File: src/rtl/ft_out_arbiter.sv
// ft_out_arbiter: frame-granular two-requester arbiter for the single byte-wide
// write port of the FT245 output FIFO. A granted requester owns the port until
// it sends its last byte or until the watchdog reclaims a stalled grant.
module ft_out_arbiter #(
  parameter logic [15:0] TIMEOUT    = 16'd1024,
  parameter bit          FIXED_PRIO = 1'b0
) (
  input  logic        clk,
  input  logic        rst,
  // requester 0: master response framer
  input  logic        req0_req,
  output logic        req0_gnt,
  input  logic        req0_valid,
  input  logic [7:0]  req0_data,
  input  logic        req0_last,
  output logic        req0_ready,
  // requester 1: asynchronous status/interrupt framer
  input  logic        req1_req,
  output logic        req1_gnt,
  input  logic        req1_valid,
  input  logic [7:0]  req1_data,
  input  logic        req1_last,
  output logic        req1_ready,
  // FIFO write side
  output logic        out_fifo_wr,
  output logic [7:0]  out_fifo_data,
  input  logic        out_fifo_full,
  // status
  output logic        busy,
  output logic        timeout,
  output logic [15:0] frame_count
);

  typedef enum logic {IDLE, XFER} state_t;

  state_t      state_q, state_d;
  logic        owner_q, owner_d;
  logic        last_owner_q, last_owner_d;
  logic [15:0] wd_q, wd_d;
  logic [15:0] frame_count_q, frame_count_d;
  logic        timeout_q, timeout_d;

  logic        own_valid;
  logic        own_last;
  logic [7:0]  own_data;
  logic        xfer_act;
  logic        wr;

  // Owner-selected byte lane and the zero-latency write path into the FIFO;
  // reset blanks every handshake so nothing is written during rst.
  always_comb begin
    own_valid     = owner_q ? req1_valid : req0_valid;
    own_last      = owner_q ? req1_last  : req0_last;
    own_data      = owner_q ? req1_data  : req0_data;
    xfer_act      = (state_q == XFER) && !rst;
    wr            = xfer_act && own_valid && !out_fifo_full;
    req0_ready    = xfer_act && !owner_q && !out_fifo_full;
    req1_ready    = xfer_act &&  owner_q && !out_fifo_full;
    out_fifo_wr   = wr;
    out_fifo_data = wr ? own_data : 8'h00;
  end

  assign req0_gnt    = (state_q == XFER) && !owner_q;
  assign req1_gnt    = (state_q == XFER) &&  owner_q;
  assign busy        = (state_q == XFER);
  assign timeout     = timeout_q;
  assign frame_count = frame_count_q;

  // Arbitration, end-of-frame bookkeeping and the stall watchdog.
  always_comb begin
    state_d       = state_q;
    owner_d       = owner_q;
    last_owner_d  = last_owner_q;
    wd_d          = wd_q;
    frame_count_d = frame_count_q;
    timeout_d     = 1'b0;
    case (state_q)
      IDLE: begin
        if (req0_req || req1_req) begin
          state_d = XFER;
          wd_d    = 16'd0;
          if (req0_req && req1_req)
            owner_d = FIXED_PRIO ? 1'b0 : ~last_owner_q;
          else
            owner_d = req1_req;
        end
      end
      XFER: begin
        if (wr) begin
          wd_d = 16'd0;
          if (own_last) begin
            state_d       = IDLE;
            last_owner_d  = owner_q;
            frame_count_d = frame_count_q + 16'd1;
          end
        end else if (!own_valid) begin
          // Only cycles with nothing offered count; backpressure holds the count.
          if (wd_q == TIMEOUT - 16'd1) begin
            timeout_d    = 1'b1;
            state_d      = IDLE;
            last_owner_d = owner_q;
          end else begin
            wd_d = wd_q + 16'd1;
          end
        end
      end
      default: state_d = IDLE;
    endcase
  end

  // State register; last_owner resets to 1 so requester 0 wins the first tie.
  always_ff @(posedge clk) begin
    if (rst) begin
      state_q       <= IDLE;
      owner_q       <= 1'b0;
      last_owner_q  <= 1'b1;
      wd_q          <= 16'd0;
      frame_count_q <= 16'd0;
      timeout_q     <= 1'b0;
    end else begin
      state_q       <= state_d;
      owner_q       <= owner_d;
      last_owner_q  <= last_owner_d;
      wd_q          <= wd_d;
      frame_count_q <= frame_count_d;
      timeout_q     <= timeout_d;
    end
  end

endmodule

File: config.mk
export PLATFORM = sky130hd
export DESIGN_NAME = ft_out_arbiter
export DESIGN_NICKNAME = d
export VERILOG_FILES = /design/src/rtl/ft_out_arbiter.sv
export SDC_FILE = /design/constraint.sdc
export NUM_CORES = 1
export LEC_CHECK = 0
export ABC_AREA = 1
export CORE_AREA = 3 3 85 71
export CTS_CLUSTER_DIAMETER = 50
export DETAILED_ROUTE_END_ITERATION = 16
export DIE_AREA = 0 0 88 74
export GPL_TIMING_DRIVEN = 0
export PLACE_DENSITY = 0.72
export SLEW_MARGIN = 0
export SYNTH_ARGS = -nofsm -noshare
export SYNTH_HDL_FRONTEND = slang
export SYNTH_SLANG_ARGS = --single-unit
File: constraint.sdc
create_clock -name clk -period 4.25 [get_ports clk]
set_input_delay 0.85 -clock clk [delete_from_list [all_inputs] [get_ports clk]]
set_output_delay 0.85 -clock clk [all_outputs]
set_load 0.01 [all_outputs]
==> metrics <==
status=complete, no violations; Hold Path Class=reg2reg; first-pass GRT wire length=slightly above 10 mm; Reg2Reg Depth=8; IO Count=56; CP arrival=2.48 ns; sum of negative setup slack=0 ns; Post-layout nets=473; WL/cell=12.05 µm; pin count of the biggest net entering global routing=12; Starting Density=0.4386; CTS Sinks=36; final worst path period share=0.7827; total iterations of the first detailed-routing run=4; detailed-route vias per instance=5.035; via count=about 2600; RSZ-0062 raised after global routing=false; layout cells sized above 1=0.07606; Synth Net Count=412; CTS Buffer Depth=2; final setup vio count=0; Storage cell area=720.7 µm²; root buf cell=clkbuf_8; post-layout worst setup margin=0.9234 ns; YS warnings=0; Clock H-tree levels=2; flop-to-flop setup slack=around 2.4 ns; Pwr per Cell Area=about 240 mW/mm²; Hold Path Depth=2; Max FO, Critical Path=10; GRT overflow=0; flops & latches, synth=36; Reg-to-Reg Start=frame_count[0]; Critical Path Sink Type=primary output; Mapped Area=0.002331 mm²; Starting DRT DRC Count=194; CP required=3.40 ns; Period minus WS final=3.327 ns; final wirelength=6.169 mm; hold endpoint=last_owner_q; Yosys cell types=28; most common cell after layout, fill and taps aside=nand2_1; multi-input logic area=0.001335 mm²; die area=0.006512 mm²; initial antenna violation count=0; CTS resizes=0; min-delay src=last_owner_q; Core Util, Final=0.5732; Ant. Diodes=0; Worst-Margin Slew=approximately 0.5 ns; number of fill cells in the layout=541; sequential area share after synthesis=0.3092; Peak VDD IR=0.1263 mV; Post-Syn Instances=385; cts hold-fix bufs=0; end of the worst register-to-register path=frame_count[14]; chip height=74 µm; Mapped Avg Cell Area=6.055 µm²; DIE WIDTH=88 µm; residual DRC count=0; gr usage total=0.1926; Setup Skew=0.01193 ns; total CTS buffers=5; postcts setup bufs=0; CP Launch Type=primary input; Final Hold Fails=0; worst rel slew slack=0.6665; f_max=300.6 MHz; final slew viol count=0; most frequent cells in the layout=120 x nand2_1, 57 x nor2_1, 54 x clkdlybuf4s50_1, 48 x inv_1, 36 x dfxtp_1; vias in the first global route=roughly 2300; Leak Pwr=1.286 nW; CTS tree=built; Crit Path Class=in2out; area growth from synthesis to layout=30.70%; Place WS=0.9200 ns; Reg clk slew, reported paths=0.08 ns; Core Area=0.005315 mm²; antenna viol nets, final=0; detailed placement HPWL=4.710 mm; routability cong.=slightly below 0.9; max-cap violation count=0; clk_lat worst skew=between 0.2 and 0.3 ns; floorplan row count=24; IO Port Bufs=between 50 and 60
[report_power, final]
part           internal [mW]  switching, mW  total, mW  leakage (nW)
Clock                  0.132          0.124      0.256        0.0445
Combinational         0.0599         0.0758      0.136         0.949
Sequential             0.345        0.00795      0.353         0.292
Total                  0.537          0.208      0.745          1.29
[layout make-up]
cell class | instances | area share
buffer | 12 | 0.02669
clock buffer | 7 | 0.02834
inverter | 51 | 0.06366
tap | 65 | 0.02669
timing repair buffer | 54 | 0.1774
multi-input combinational | 286 | 0.4382
clock inverter | 1 | 0.002464
sequential | 36 | 0.2366
[logic make-up (layout without fill, tap and decap cells)]
logic type	after synthesis	in the layout	synth area share
AOI/OAI and AO/OA	39	39	0.08589
xor gates and xnor gates	4	4	0.01503
adders and majority gates	2	2	0.01073
buffers and inverters	63	125	0.1181
DFF	36	36	0.3092
and+or+nand+nor	241	241	0.4611
[metrics by stage]
step / total power, mW / hold WS [ns] / std cells / area [µm²]
finish: 0.7447 / 0.4690 / 512 / 3047
global route: 0.7861 / 0.4875 / 512 / 3047
CTS: 0.7557 / 0.4728 / 512 / 3047
detailed placement: 0.4957 / 0.4518 / 504 / 2953
global placement: 0.4933 / 0.4576 / 504 / 2953
floorplan: 0.4442 / 0.4284 / 385 / 2331
[state kept, by name (all words and copies together) (netlist names)]
register	cells
owner_q	1
timeout	1
busy	1
wd_q	16
frame_count	16
last_owner_q	1
[worst max-delay path: stages]
cell	delay [ns]
clkdlybuf4s50_1	0.49
nand2_1	0.07
nand2_1	0.16
nand2_2	0.18
a21oi_1	0.15
clkdlybuf4s50_1	0.57
[worst max-delay path by stage]
| stage | from | slack (ns) | endpoint | depth (start not counted) |
|---|---|---|---|---|
| finish | req1_valid | 0.92 | out_fifo_data[5] | 6 |
| global route | req1_valid | 0.84 | out_fifo_data[5] | 6 |
| CTS | req1_valid | 0.91 | out_fifo_data[5] | 6 |
| detailed placement | req1_valid | 0.92 | out_fifo_data[5] | 6 |
| global placement | req1_valid | 0.97 | out_fifo_data[0] | 6 |
| floorplan | rst | 1.72 | out_fifo_data[0] | 7 |
[synthesized netlist by cell type, drive strengths merged]
cell type    n  share of area
nor2        63           0.12
nand3       28          0.073
dfxtp       36           0.31
nand2      126           0.21
a31oi        2         0.0054
ha           2          0.011
nand4       13          0.035
buf         10          0.032
clkbuf       2         0.0032
inv         51          0.083
xor2         4          0.015
a21oi       22          0.047
o21ai       14          0.030
o21bai       1         0.0032
nor3        11          0.024
[routing by layer]
layer	vias up	global-route usage	part of all wire
met1	1148	0.2642	0.49
li1	1341	-	-
met5	-	0	0
met3	5	0.04983	0.079
met4	0	0.04600	0.0066
met2	84	0.3052	0.42
Power figures use the tool's default switching activity.
